<file path="src/rtl/sifh_histogram_builder_if.sv">
// TDC event handshake plus histogram SRAM read/write ports shared by the builder and its environment.
interface sifh_histogram_builder_if #(
  parameter int PIX_W   = 2,
  parameter int BIN_W   = 4,
  parameter int ADDR_W  = 6,
  parameter int COUNT_W = 8
);
  logic               tdc_valid;
  logic [PIX_W-1:0]   tdc_pixel;
  logic [BIN_W-1:0]   tdc_bin;
  logic               tdc_ready;
  logic               rEnable;
  logic [ADDR_W-1:0]  raddr;
  logic [COUNT_W-1:0] counts;
  logic               wEnable;
  logic [ADDR_W-1:0]  waddr;
  logic [COUNT_W-1:0] newCounts;

  modport master (
    input  tdc_valid, tdc_pixel, tdc_bin, counts,
    output tdc_ready, rEnable, raddr, wEnable, waddr, newCounts
  );

  modport slave (
    output tdc_valid, tdc_pixel, tdc_bin, counts,
    input  tdc_ready, rEnable, raddr, wEnable, waddr, newCounts
  );
endinterface

</file>
<file path="src/rtl/sifh_histogram_builder.sv">
// Per-frame TDC histogram accumulation: clears the SRAM region, then does pipelined
// saturating read-modify-write increments with write-to-read forwarding.
//
// state   | meaning
// S_IDLE  | waiting for start
// S_CLEAR | writing 0 to every histogram word, one per cycle
// S_ACCUM | accepting TDC events
// S_DRAIN | letting in-flight increments reach the write port
// S_DONE  | one-cycle hist_done pulse
module sifh_histogram_builder #(
  parameter int PIXEL_NUM = 4,
  parameter int BIN_NUM   = 16,
  parameter int COUNT_W   = 8,
  parameter int ADDR_W    = $clog2(PIXEL_NUM*BIN_NUM),
  parameter int PIX_W     = $clog2(PIXEL_NUM),
  parameter int BIN_W     = $clog2(BIN_NUM)
) (
  input  logic        clk,
  input  logic        rst_n,
  input  logic        start,
  input  logic        frame_end,
  output logic        busy,
  output logic        hist_done,
  output logic [15:0] drop_cnt,
  sifh_histogram_builder_if.master hist
);

  localparam int TOTAL = PIXEL_NUM * BIN_NUM;
  localparam logic [COUNT_W-1:0] CNT_MAX = '1;

  typedef enum logic [2:0] {S_IDLE, S_CLEAR, S_ACCUM, S_DRAIN, S_DONE} state_t;

  state_t             state, state_nxt;
  logic [ADDR_W-1:0]  clr_left;
  logic               s1_valid, s2_valid;
  logic [ADDR_W-1:0]  s1_addr, s2_addr;
  logic               pw_valid;
  logic [ADDR_W-1:0]  pw_addr;
  logic [COUNT_W-1:0] pw_data;
  logic               accept, in_range;
  logic [ADDR_W-1:0]  ev_addr;
  logic [COUNT_W-1:0] src_val, inc_val;

  assign accept   = hist.tdc_valid && hist.tdc_ready;
  assign in_range = (int'(hist.tdc_pixel) < PIXEL_NUM) && (int'(hist.tdc_bin) < BIN_NUM);
  assign ev_addr  = ADDR_W'(int'(hist.tdc_pixel) * BIN_NUM + int'(hist.tdc_bin));

  // Read stage is the first pipeline register itself.
  assign hist.rEnable = s1_valid;
  assign hist.raddr   = s1_addr;

  // Newest write wins: the one on the port now, then the one from last cycle
  // (which raced the SRAM read), then the SRAM data.
  always_comb begin
    src_val = hist.counts;
    if (hist.wEnable && hist.waddr == s2_addr)
      src_val = hist.newCounts;
    else if (pw_valid && pw_addr == s2_addr)
      src_val = pw_data;
  end

  assign inc_val = (src_val == CNT_MAX) ? CNT_MAX : src_val + 1'b1;

  always_comb begin
    state_nxt = state;
    case (state)
      S_IDLE:  if (start) state_nxt = S_CLEAR;
      S_CLEAR: if (clr_left == '0) state_nxt = S_ACCUM;
      S_ACCUM: if (frame_end) state_nxt = S_DRAIN;
      S_DRAIN: if (!s1_valid && !s2_valid) state_nxt = S_DONE;
      S_DONE:  state_nxt = S_IDLE;
      default: state_nxt = S_IDLE;
    endcase
  end

  always_ff @(posedge clk or negedge rst_n) begin
    if (!rst_n) state <= S_IDLE;
    else        state <= state_nxt;
  end

  always_ff @(posedge clk or negedge rst_n) begin
    if (!rst_n) begin
      hist.tdc_ready <= 1'b0;
      hist.wEnable   <= 1'b0;
      hist.waddr     <= '0;
      hist.newCounts <= '0;
      busy           <= 1'b0;
      hist_done      <= 1'b0;
      drop_cnt       <= '0;
      clr_left       <= '0;
      s1_valid       <= 1'b0;
      s1_addr        <= '0;
      s2_valid       <= 1'b0;
      s2_addr        <= '0;
      pw_valid       <= 1'b0;
      pw_addr        <= '0;
      pw_data        <= '0;
    end else begin
      hist.tdc_ready <= (state_nxt == S_ACCUM);
      busy           <= (state_nxt != S_IDLE);
      hist_done      <= (state_nxt == S_DONE);

      s1_valid <= accept && in_range;
      if (accept && in_range) s1_addr <= ev_addr;
      s2_valid <= s1_valid;
      s2_addr  <= s1_addr;

      pw_valid <= hist.wEnable;
      pw_addr  <= hist.waddr;
      pw_data  <= hist.newCounts;

      if (state == S_IDLE && start) begin
        clr_left <= ADDR_W'(TOTAL - 1);
        drop_cnt <= '0;
      end
      if (state == S_CLEAR) clr_left <= clr_left - 1'b1;

      if (state_nxt == S_CLEAR) begin
        hist.wEnable   <= 1'b1;
        hist.waddr     <= (state == S_CLEAR) ? hist.waddr + 1'b1 : '0;
        hist.newCounts <= '0;
      end else begin
        hist.wEnable <= s2_valid;
        if (s2_valid) begin
          hist.waddr     <= s2_addr;
          hist.newCounts <= inc_val;
        end
      end

      if (accept && !in_range && drop_cnt != 16'hFFFF)
        drop_cnt <= drop_cnt + 1'b1;
    end
  end

endmodule

</file>
<file path="src/flat_wrapper.sv">
// flat-port wrapper written by rule: the top's interface ports become plain ports
module sifh_histogram_builder_flat 
#(
  parameter int PIXEL_NUM = 4,
  parameter int BIN_NUM   = 16,
  parameter int COUNT_W   = 8,
  parameter int ADDR_W    = $clog2(PIXEL_NUM*BIN_NUM),
  parameter int PIX_W     = $clog2(PIXEL_NUM),
  parameter int BIN_W     = $clog2(BIN_NUM)
)
  (clk, rst_n, start, frame_end, busy, hist_done, drop_cnt, hist_tdc_valid, hist_tdc_pixel, hist_tdc_bin, hist_counts, hist_tdc_ready, hist_rEnable, hist_raddr, hist_wEnable, hist_waddr, hist_newCounts);
  sifh_histogram_builder_if #(.PIX_W(PIX_W), .BIN_W(BIN_W), .ADDR_W(ADDR_W), .COUNT_W(COUNT_W)) hist_i ();
  input  logic clk;
  input  logic rst_n;
  input  logic start;
  input  logic frame_end;
  output logic busy;
  output logic hist_done;
  output logic [15:0] drop_cnt;
  input wire logic [$bits(hist_i.tdc_valid)-1:0] hist_tdc_valid;
  input wire logic [$bits(hist_i.tdc_pixel)-1:0] hist_tdc_pixel;
  input wire logic [$bits(hist_i.tdc_bin)-1:0] hist_tdc_bin;
  input wire logic [$bits(hist_i.counts)-1:0] hist_counts;
  output wire logic [$bits(hist_i.tdc_ready)-1:0] hist_tdc_ready;
  output wire logic [$bits(hist_i.rEnable)-1:0] hist_rEnable;
  output wire logic [$bits(hist_i.raddr)-1:0] hist_raddr;
  output wire logic [$bits(hist_i.wEnable)-1:0] hist_wEnable;
  output wire logic [$bits(hist_i.waddr)-1:0] hist_waddr;
  output wire logic [$bits(hist_i.newCounts)-1:0] hist_newCounts;
  assign hist_i.tdc_valid = hist_tdc_valid;
  assign hist_i.tdc_pixel = hist_tdc_pixel;
  assign hist_i.tdc_bin = hist_tdc_bin;
  assign hist_i.counts = hist_counts;
  assign hist_tdc_ready = hist_i.tdc_ready;
  assign hist_rEnable = hist_i.rEnable;
  assign hist_raddr = hist_i.raddr;
  assign hist_wEnable = hist_i.wEnable;
  assign hist_waddr = hist_i.waddr;
  assign hist_newCounts = hist_i.newCounts;
  sifh_histogram_builder #(.PIXEL_NUM(PIXEL_NUM), .BIN_NUM(BIN_NUM), .COUNT_W(COUNT_W), .ADDR_W(ADDR_W), .PIX_W(PIX_W), .BIN_W(BIN_W)) u_core (.clk(clk), .rst_n(rst_n), .start(start), .frame_end(frame_end), .busy(busy), .hist_done(hist_done), .drop_cnt(drop_cnt), .hist(hist_i));
endmodule
</file>
<file path="config.mk">
export PLATFORM = sky130hd
export DESIGN_NAME = sifh_histogram_builder_flat
export DESIGN_NICKNAME = d
export VERILOG_FILES = /design/src/rtl/sifh_histogram_builder_if.sv /design/src/rtl/sifh_histogram_builder.sv /design/src/flat_wrapper.sv
export SDC_FILE = /design/constraint.sdc
export NUM_CORES = 1
export LEC_CHECK = 0
export ABC_AREA = 1
export BUFFER_PORTS_ARGS = -buffer_cell sky130_fd_sc_hd__buf_2
export CAP_MARGIN = 0
export CORE_UTILIZATION = 50
export CTS_BUF_LIST = sky130_fd_sc_hd__clkbuf_2 sky130_fd_sc_hd__clkbuf_4 sky130_fd_sc_hd__clkbuf_8
export CTS_CLUSTER_DIAMETER = 100
export CTS_CLUSTER_SIZE = 16
export DETAILED_ROUTE_END_ITERATION = 10
export PLACE_DENSITY = 0.75
export SLEW_MARGIN = 10
export SYNTH_ARGS = -nofsm -noshare
export SYNTH_HDL_FRONTEND = slang
export SYNTH_SLANG_ARGS = --single-unit
</file>
<file path="constraint.sdc">
create_clock -name clk -period 4.1 [get_ports clk]
set_clock_uncertainty 0.1 [all_clocks]
set_input_delay 1.23 -clock clk [delete_from_list [all_inputs] [get_ports clk]]
set_output_delay 1.23 -clock clk [all_outputs]
set_load 0.02 [all_outputs]
</file>
==> reports/qor.yml, run 1 <==
status: "finished clean"
boundaryPins: 60
min-delay-path-class: "reg -> reg"
tns_ns: 0
grt_pass1_vias: 2081
cp_slowest_cell: "dfrtp_1"
design_area_sq_mm: 0.00324
period_share: 0.585
root_buffer: "clkbuf_8"
start_util: 0.520
start_kind: "register"
antenna_found_initial: 0
cts_resized: 0
cp.arrival_ns: 1.07
path_max_fanout: 8
maxCapViolations: 0
cp-end-kind: "primary output"
core_area_sq_mm: 0.00554
postCtsSetupBuffers: 0
grtUsageTotal: 0.209
p_leak_nw: 1.83
slew_headroom: 0.558
synth.avg_cell_area_sq_um: 8.04
die_area_sq_mm: 0.00607
fin_crit_ns: 2.40
fill_cells: 499
post-place-ws_ns: 1.55
instances_no_fill: 481
synth_cells: 358
rows: 27
portBuffers: 43
max_freq_ghz: 0.417
clockBufferDepth: 2
wire_per_inst_um: 11.8
cts_sinks: 56
place_area_sq_mm: 0.00312
cp_num_buf_inv: 1
min_from: "u_core.hist.wEnable$_DFF_PN0_"
hold_viol: 0
drt-total-wl_um: 5690
antenna_cells: 0
yosys.area.top_type: "dfrtp_1"
rr_startpoint: "u_core.s2_addr[5]$_DFF_PN0_"
hold_buffers: 0
postRouteAntennaNets: 0
synth-main-ff-cell: "dfrtp_1"
drc_errors: 0
drtIter0Drc: 195
nets: 430
grt_remaining_overflow: 0
cts_tree: "built"
clock_latency_ns: 0.31
dpl.hpwl_um: 4340
cp_top_family: "flip-flops"
drive_above_1_share: 0.193
synth.distinct_cells: 34
clk_pin_slew_ns: 0.10
cp.required_ns: 2.77
drt_pass1_iterations: 4
synth_edf_count: 0
final_common_cell: "nand2_1"
synth.top_cell.area_share: 0.487
most-common-layout-cells: "nand2_1, dfrtp_1, inv_1"
irDropWorstVdd_uv: 358
placedCellCount: 473
crit_path_cell_trace: "buf_2"
place_congestion: 0.906
worst_slack_ns: 1.70
synthArstFlopShare: 1.00
setup_viol: 0
synth_area_leaders: "dfrtp_1, nand2_1, inv_1"
netlist_area_sq_mm: 0.00288
drv_slew: 0
powerDensity_mw_per_mm2: 563
areaGrowthSynthToFinish_pct: 12.4
htreeDepth: 2
ys_warn_count: 0
ys_ff_latch: 56
fp.dieH_um: 77.9
cts_inserted_buffers: 5
cp-startpoint: "u_core.hist.waddr[2]$_DFFE_PN0P_"
grt_pass1_wl_um: 9760
path_class: "reg -> out"
rsz0062_at_grt: "false"
viasPerCell: 4.78
vias: 2298
worst_pin_slew_ns: 0.663
die_w_um: 77.9
yosysSeqAreaShare: 0.487
max_stage_delay_ns: 0.53
grt_max_degree: 57
[sequential cells by signal, indices dropped and copies added, names as in the netlist]
register	flops
u_core.hist.tdc_ready	1
u_core.hist.wEnable	1
u_core.pw_addr	6
u_core.pw_valid	1
u_core.hist.raddr	6
u_core.state	3
u_core.clr_left	6
u_core.s2_valid	1
u_core.s2_addr	6
u_core.hist.newCounts	8
u_core.hist.rEnable	1
u_core.hist_done	1
u_core.hist.waddr	6
u_core.busy	1
u_core.pw_data	8
[synthesized netlist by cell type (3+ instances only)]
cell type,n
dfrtp_1,56
nand2_1,122
inv_2,3
nand2_4,5
ha_1,3
a21oi_1,6
nand3_1,20
inv_1,53
o21ai_0,10
o21ai_1,3
nand2_2,9
o221ai_1,6
buf_4,16
nor2_1,17
[final timing paths]
| path | endpoint | slack (ns) | cells past startpoint |
|---|---|---|---|
| worst min register to register | u_core.pw_valid$_DFF_PN0_ | 0.31 | 0 |
| min in group asynchronous | u_core.pw_data[7]$_DFF_PN0_ | 0.91 | 2 |
| worst min-delay path | u_core.pw_valid$_DFF_PN0_ | 0.31 | 0 |
| worst max register to register | u_core.hist.newCounts[3]$_DFFE_PN0P_ | 1.71 | 15 |
| max in group asynchronous | u_core.hist.rEnable$_DFF_PN0_ | 2.53 | 2 |
| worst max-delay path | hist_waddr[2] | 1.70 | 1 |
[layer usage]
metal / global-route usage / vias up / share of wire
met5: 0 / - / 0
met4: 0.0792 / 0 / 0.016
met3: 0.0412 / 9 / 0.041
met2: 0.321 / 59 / 0.45
met1: 0.291 / 1052 / 0.49
li1: - / 1178 / -
[metrics by stage]
step / power (W) / hold slack, ns / util
6_report: 0.00182 / 0.307 / 0.584
5_1_grt: 0.00197 / 0.333 / 0.584
4_1_cts: 0.00183 / 0.315 / 0.584
3_5_place_dp: 0.00147 / 0.294 / 0.564
3_3_place_gp: 0.00145 / 0.285 / 0.564
2_1_floorplan: 0.00130 / 0.358 / -
[power by group]
group / total (W) / switching [W] / internal, W
Combinational: 0.000685 / 0.000442 / 0.000243
Clock: 0.000360 / 0.000171 / 0.000188
Sequential: 0.000777 / 0.000113 / 0.000663
Total: 0.00182 / 0.000727 / 0.00109
[logic make-up after synthesis]
| group | synth area share |
|---|---|
| fa+ha+maj | 0.0130 |
| other cells | 0.00130 |
| compound gates | 0.0717 |
| buf+inv | 0.122 |
| flops | 0.487 |
| simple gates | 0.293 |
| xor+xnor | 0.0122 |
[cell type report]
class | instances | area (sq um) | share of cell area
Multi-Input combinational cell | 243 | 1180 | 0.366
Clock inverter | 2 | 35.0 | 0.0108
Sequential cell | 56 | 1400 | 0.433
Clock buffer | 6 | 76.3 | 0.0236
Inverter | 57 | 219 | 0.0677
Timing Repair Buffer | 45 | 230 | 0.0712
Tap cell | 72 | 90.1 | 0.0278
Power figures use the tool's default switching activity.
==> inputs of run 2 (changes only) <==
--- a/config.mk
+++ b/config.mk
@@ -5,7 +5,7 @@
 export SDC_FILE = /design/constraint.sdc
 export NUM_CORES = 1
 export LEC_CHECK = 0
-export ABC_AREA = 1
+export ABC_AREA = 0
 export BUFFER_PORTS_ARGS = -buffer_cell sky130_fd_sc_hd__buf_2
 export CAP_MARGIN = 0
 export CORE_UTILIZATION = 50
==> constraint.sdc (replaced) <==
create_clock -name clk -period 2.4 [get_ports clk]
set_clock_uncertainty 0.1 [all_clocks]
set_input_delay 0.72 -clock clk [delete_from_list [all_inputs] [get_ports clk]]
set_output_delay 0.72 -clock clk [all_outputs]
set_load 0.02 [all_outputs]
==> run 2 against run 1 <==
  * The flow now finishes with violations (negative setup slack)
  * Routed wire length is 15% higher
  * Cell area is 14% higher
  * Largest power group is now combinational logic
  * Sequential share of layout area is 5.1 points lower
  * Critical endpoint is now u_core.hist.newCounts[5]$_DFFE_PN0P_
  * Register-to-register slack worse by 1.8 ns
  * Via count is 1.7% lower
  * Highest routed layer unchanged
  * Area after synthesis is 2.7% lower
  * Combinational power is 130% higher
  * Critical path depth is 7 higher
==> reports/qor.yml, run 2 <==
fin_crit_ns: 2.47
violations: "negative setup slack"
final_util: 0.705  # +0.121
drt-total-wl_um: 6530  # +15%
reg.largest.list: "u_core.hist.newCounts x8, u_core.pw_data x8"
core_area_sq_mm: 0.00524  # -5.5%
period_share: 1.03
synth_edf_count: 0  # unchanged
drtIter0Drc: 92  # -53%
grt_max_degree: 37  # -35%
path_max_fanout: 5  # -3
synth-main-ff-cell: "dfrtp_1"
irDropWorstVdd_uv: 625  # +75%
grt_pass1_wl_um: 10600  # +9.0%
antenna_found_initial: 0  # unchanged
synthMostInstantiatedCell: "dfrtp_1"
postRouteAntennaNets: 0  # unchanged
cp.required_ns: 2.54  # -0.23 ns
clk_pin_slew_ns: 0.10  # about the same
yosys.area.top_type: "dfrtp_1"
ys_ff_latch: 56  # unchanged
antenna_cells: 0  # unchanged
max_freq_ghz: 0.405
wire_per_inst_um: 16.0  # +35%
cp-end-kind: "register"
cp.arrival_ns: 2.60  # +1.53 ns
vias: 2258  # -1.7%
start_util: 0.535  # +0.0150
portBuffers: 43  # unchanged
netlist_area_sq_mm: 0.00280  # -2.7%
drive_above_1_share: 0.451  # +0.258
root_buffer: "clkbuf_8"
dpl.hpwl_um: 4670  # +7.5%
rsz0062_at_grt: "true"
status: "finished with violations"
yosysSeqAreaShare: 0.500  # +0.0137
boundaryPins: 60  # unchanged
fp.dieH_um: 76.8  # -1.3%
cts_tree: "built"
met2_usage: 0.380  # +0.0591
p_leak_nw: 1.67  # -8.5%
slew_headroom: 0.615  # +0.0570
die_w_um: 76.8  # -1.3%
htreeDepth: 2  # unchanged
hold_viol: 0  # unchanged
drt_pass1_iterations: 4  # unchanged
nets: 360  # -16%
final_common_cell: "dfrtp_1"
place_congestion: 0.898  # -0.83%
worst_slack_ns: -0.0664  # -1.77 ns
min-delay-path-class: "in -> async"
powerDensity_mw_per_mm2: 942  # +67%
start_kind: "register"
cts_sinks: 56  # unchanged
drv_slew: 0  # unchanged
synth.top_cell.area_share: 0.500  # +0.0137
ys_warn_count: 0  # unchanged
die_area_sq_mm: 0.00590  # -2.7%
most-common-layout-cells: "dfrtp_1, buf_2, buf_4"
maxCapViolations: 0  # unchanged
synth.avg_cell_area_sq_um: 10.9  # +36%
grtUsageTotal: 0.231  # +0.0225
place_area_sq_mm: 0.00332  # +6.2%
path_class: "reg -> reg"
synthArstFlopShare: 1.00  # unchanged
grt_remaining_overflow: 0  # unchanged
viasPerCell: 5.52  # +16%
areaGrowthSynthToFinish_pct: 31.9
setup_viol: 7  # +7
worst_pin_slew_ns: 0.572  # -0.0908 ns
clockBufferDepth: 2  # unchanged
drc_errors: 0  # unchanged
rows: 26  # -3.7%
use_met1: 0.296  # +0.00532
grt_pass1_vias: 2227  # +7.0%
synth_area_leaders: "dfrtp_1, buf_4, nand3_1"
synth.distinct_cells: 56  # +65%
use_met3: 0.0512  # +0.0100
synth.cells.most_frequent: "dfrtp_1, nand3_1, buf_4, o21ai_0, nor3_1"
clock_latency_ns: 0.31  # about the same
design_area_sq_mm: 0.00369  # +14%
synth_cells: 256  # -28%
cts_inserted_buffers: 5  # unchanged
busiest_layer: "met2"
==> run 2: cell count changes after synthesis, moves of 5 or more <==
| cell | previous run | this run |
|---|---|---|
| nand2_4 | 5 | 0 |
| nand2_2 | 9 | 0 |
| a31oi_1 | 1 | 6 |
| nand2_1 | 122 | 10 |
| inv_1 | 53 | 7 |
| xnor2_1 | 2 | 7 |
| o21ai_0 | 10 | 15 |
| nor3_1 | 2 | 13 |
| nor2_1 | 17 | 10 |
| o221ai_1 | 6 | 0 |
| a21oi_2 | 0 | 5 |
| mux2_2 | 0 | 6 |
==> run 2: final timing paths <==
path | startpoint | endpoint | slack (ns) | cells after the start
hold reg to reg | u_core.hist.raddr[2]$_DFFE_PN0P_ | u_core.s2_addr[2]$_DFF_PN0_ | 0.30 | 0
min in group clk | u_core.hist.raddr[2]$_DFFE_PN0P_ | u_core.s2_addr[2]$_DFF_PN0_ | 0.30 | 0
max in group asynchronous | rst_n | u_core.hist.waddr[1]$_DFFE_PN0P_ | 1.35 | 2
hold / removal | rst_n | u_core.pw_data[3]$_DFF_PN0_ | 0.27 | 1
setup reg to reg | u_core.s2_addr[0]$_DFF_PN0_ | u_core.hist.newCounts[5]$_DFFE_PN0P_ | -0.07 | 8
setup / recovery | u_core.s2_addr[0]$_DFF_PN0_ | u_core.hist.newCounts[5]$_DFFE_PN0P_ | -0.07 | 8
==> run 2: metal layers <==
metal	vias up	share of wire
li1	1058	-
met2	83	0.49
met4	0	0.022
met5	-	0
met3	15	0.053
met1	1102	0.43
==> run 2: what timing repair did <==
action	4_1_cts	5_1_grt
setup buffers	4	1
resized for setup	27	14
hold buffers	0	0
pin swaps	17	4
endpoints found under the setup margin	8	12
==> run 2: kinds of logic (layout without fill, tap and decap cells) <==
kind of cell               after synthesis  after routing  synth area share
adders and majority gates                3              3            0.0134
and+or+nand+nor                         79             79             0.166
buffers and inverters                   31             99            0.0728
AOI/OAI and AO/OA                       60             60             0.150
DFF                                     56             56             0.500
muxes                                   10             10            0.0384
other                                    1             16           0.00134
xor gates and xnor gates                16             16            0.0581
==> run 2: per-stage QoR <==
stage          setup slack, ns  hold WS [ns]  instances  TNS, ns  total power [W]
3_5_place_dp            -0.180         0.280        396   -0.960          0.00263
3_3_place_gp            -0.108         0.274        396   -0.539          0.00259
5_1_grt                 -0.161         0.304        409    -1.13          0.00370
6_report               -0.0664         0.271        409   -0.359          0.00348
2_1_floorplan          -0.0615         0.324        271   -0.106          0.00212
4_1_cts                -0.0431         0.275        408   -0.141          0.00340
==> run 2: critical path, stage by stage (launching register included) <==
cell     delay (ns)
dfrtp_2        0.49
xor2_4         0.19
or4b_4         0.57
buf_6          0.17
o21ai_4        0.15
a31oi_2        0.16
and3_1         0.20
a21o_1         0.18
a31oi_2        0.17
==> run 2: power breakdown <==
| group | internal, W | total [W] | switching, W |
|---|---|---|---|
| registers | 0.00112 | 0.00129 | 0.000169 |
| clock network | 0.000309 | 0.000615 | 0.000305 |
| logic | 0.000728 | 0.00158 | 0.000848 |
==> run 2: area by class of cell <==
| type | count | area (sq um) |
|---|---|---|
| clock inverters | 3 | 42.5 |
| repair buffers | 84 | 547 |
| inverters | 7 | 28.8 |
| multi-input cells | 184 | 1510 |
| flip-flops and latches | 56 | 1410 |
| well taps | 70 | 87.6 |
| fillers | 389 | 1540 |
| clock buffers | 5 | 68.8 |
==> inputs of run 3 (changes only) <==
--- a/config.mk
+++ b/config.mk
@@ -6,14 +6,14 @@
 export NUM_CORES = 1
 export LEC_CHECK = 0
 export ABC_AREA = 0
-export BUFFER_PORTS_ARGS = -buffer_cell sky130_fd_sc_hd__buf_2
 export CAP_MARGIN = 0
 export CORE_UTILIZATION = 50
 export CTS_BUF_LIST = sky130_fd_sc_hd__clkbuf_2 sky130_fd_sc_hd__clkbuf_4 sky130_fd_sc_hd__clkbuf_8
 export CTS_CLUSTER_DIAMETER = 100
 export CTS_CLUSTER_SIZE = 16
 export DETAILED_ROUTE_END_ITERATION = 10
-export PLACE_DENSITY = 0.75
+export DONT_BUFFER_PORTS = 1
+export PLACE_DENSITY = 0.66
 export SLEW_MARGIN = 10
 export SYNTH_ARGS = -nofsm -noshare
 export SYNTH_HDL_FRONTEND = slang
==> run 3 against run 2 <==
  * The run still ends with negative setup slack left
  * Die area unchanged
  * Fmax down 2.3%
  * Clock power down 11%
  * Largest cell class unchanged
  * Critical path type unchanged
  * Routed wire length is 2.4% lower
  * Non-clock buffer count decreased by 39
  * Sequential share of layout area is 2.9 points higher
  * Cell area fell by 7.1%
  * Global-route usage decreased by 0.39 points
  * Utilization is 5.0 points lower
  * Setup slack got worse by 0.058 ns
==> reports/qor.yml, run 3 (synthesis results as in run 2) <==
status: "finished with violations"
violations: "negative setup slack"
boundaryPins: 60  # unchanged
areaGrowthSynthToFinish_pct: 22.5
fill_cells: 420  # +8.0%
drive_above_1_share: 0.367  # -0.0847
viasPerCell: 5.73  # +3.8%
power_w: 0.00329  # -5.5%
r2r-end: "u_core.hist.newCounts[5]$_DFFE_PN0P_"
drv_slew: 0  # unchanged
cts_tree: "built"
powerDensity_mw_per_mm2: 959  # +1.8%
root_buffer: "clkbuf_8"
grt_remaining_overflow: 0  # unchanged
vias: 2121  # -6.1%
drt_pass1_iterations: 4  # unchanged
max_freq_ghz: 0.396  # -2.3%
path_class: "reg -> reg"
htreeDepth: 2  # unchanged
antenna_cells: 0  # unchanged
worst_pin_slew_ns: 0.640  # +0.0674 ns
cp.arrival_ns: 2.67  # +0.07 ns
cp-end-kind: "register"
grt_pass1_vias: 2088  # -6.2%
dpl.hpwl_um: 4450  # -4.6%
start_util: 0.535  # unchanged
clockBufferDepth: 2  # unchanged
drtIter0Drc: 79  # -14%
grtUsageTotal: 0.227  # -0.00393
start_kind: "register"
postRouteAntennaNets: 0  # unchanged
slew_headroom: 0.569  # -0.0454
clock_latency_ns: 0.32  # about the same
min-delay-path-class: "in -> async"
fp.dieH_um: 76.8  # unchanged
most-common-layout-cells: "dfrtp_1, buf_4, nand3_1, conb_1"
grt_pass1_wl_um: 10400  # -2.5%
fin_crit_ns: 2.52  # +0.0580 ns
p_leak_nw: 1.48  # -11%
reg2regPathDepth: 9  # +1
final_util: 0.655  # -0.0504
antenna_found_initial: 0  # unchanged
reg2reg_slack_ns: -0.12  # -0.06 ns
portBuffers: 0  # -100%
period_share: 1.05  # +0.0242
core_area_sq_mm: 0.00524  # unchanged
wire_per_inst_um: 17.2  # +7.8%
cts_inserted_buffers: 5  # unchanged
drc_errors: 0  # unchanged
hold_viol: 0  # unchanged
grt_max_degree: 57  # +54%
final_common_cell: "dfrtp_1"
cp.required_ns: 2.55  # about the same
worst_slack_ns: -0.124  # -0.0580 ns
die_area_sq_mm: 0.00590  # unchanged
drt-total-wl_um: 6370  # -2.4%
rr_startpoint: "u_core.s2_addr[0]$_DFF_PN0_"
rsz0062_at_grt: "true"
nets: 321  # -11%
reg.largest.list: "u_core.hist.newCounts x8, u_core.pw_data x8"
cts_sinks: 56  # unchanged
clk_pin_slew_ns: 0.11  # about the same
maxCapViolations: 0  # unchanged
setup_viol: 8  # +1
path_max_fanout: 4  # -1
rows: 26  # unchanged
die_w_um: 76.8  # unchanged
irDropWorstVdd_uv: 444  # -29%
place_congestion: 0.944  # +5.1%
## run 3: layout make-up
cell class,instances,area [sq um],share of cell area
Multi-Input combinational cell,184,1430,0.417
Sequential cell,56,1410,0.412
Timing Repair Buffer,45,377,0.110
Tap cell,70,87.6,0.0255
Clock buffer,5,68.8,0.0201
Clock inverter,3,27.5,0.00803
Inverter,7,26.3,0.00766
## run 3: worst max path at each step
stage	depth (start not counted)	endpoint	startpoint
6_report	9	u_core.hist.newCounts[5]$_DFFE_PN0P_	u_core.s2_addr[0]$_DFF_PN0_
5_1_grt	10	u_core.hist.newCounts[7]$_DFFE_PN0P_	u_core.s2_addr[0]$_DFF_PN0_
4_1_cts	11	u_core.hist.newCounts[4]$_DFFE_PN0P_	u_core.s2_addr[1]$_DFF_PN0_
3_5_place_dp	10	u_core.hist.newCounts[7]$_DFFE_PN0P_	u_core.s2_addr[4]$_DFF_PN0_
3_3_place_gp	9	u_core.hist.newCounts[1]$_DFFE_PN0P_	u_core.s2_addr[4]$_DFF_PN0_
2_1_floorplan	11	u_core.hist.newCounts[4]$_DFFE_PN0P_	u_core.hist.waddr[0]$_DFFE_PN0P_
## run 3: repair_timing
item                                    CTS  global route
endpoints found under the setup margin    8            13
gates resized for setup                  16            15
setup buffers                             6             3
pin swaps                                14             6
hold buffers                              1             0
hold endpoints to repair                 56             0
## run 3: power by group
| part | total (W) | internal, W | switching (W) |
|---|---|---|---|
| Clock | 0.000546 | 0.000215 | 0.000331 |
| Combinational | 0.00146 | 0.000675 | 0.000783 |
| Sequential | 0.00128 | 0.00112 | 0.000164 |
## run 3: critical path, cell delays in order, from the launching register on
cell and delay (ns):
dfrtp_2 0.46, xor2_2 0.18, or4b_4 0.60, o21ai_2 0.18, a31oi_4 0.13, buf_4 0.15
buf_4 0.14, and2_2 0.18, a21o_1 0.16, a31oi_2 0.16
## run 3: stage by stage
| stage | TNS, ns | cell area (sq um) | hold WS [ns] | instances | setup WS (ns) |
|---|---|---|---|---|---|
| 2_1_floorplan | -0.106 | 2910 | 0.324 | 271 | -0.0615 |
| 3_3_place_gp | -0.665 | 3080 | 0.325 | 352 | -0.0979 |
| 3_5_place_dp | -0.913 | 3080 | 0.325 | 352 | -0.148 |
| 4_1_cts | -0.622 | 3320 | 0.154 | 367 | -0.0934 |
| 5_1_grt | -1.66 | 3430 | 0.159 | 370 | -0.240 |
| 6_report | -0.623 | 3430 | 0.142 | 370 | -0.124 |
## run 3: per-layer routing
metal  track usage  wire length [um]  up-vias
li1              -                 -      980
met1         0.301              2820     1054
met2         0.361              3100       74
met3        0.0452               319       13
met4         0.102               133        0
met5             0                 0        -
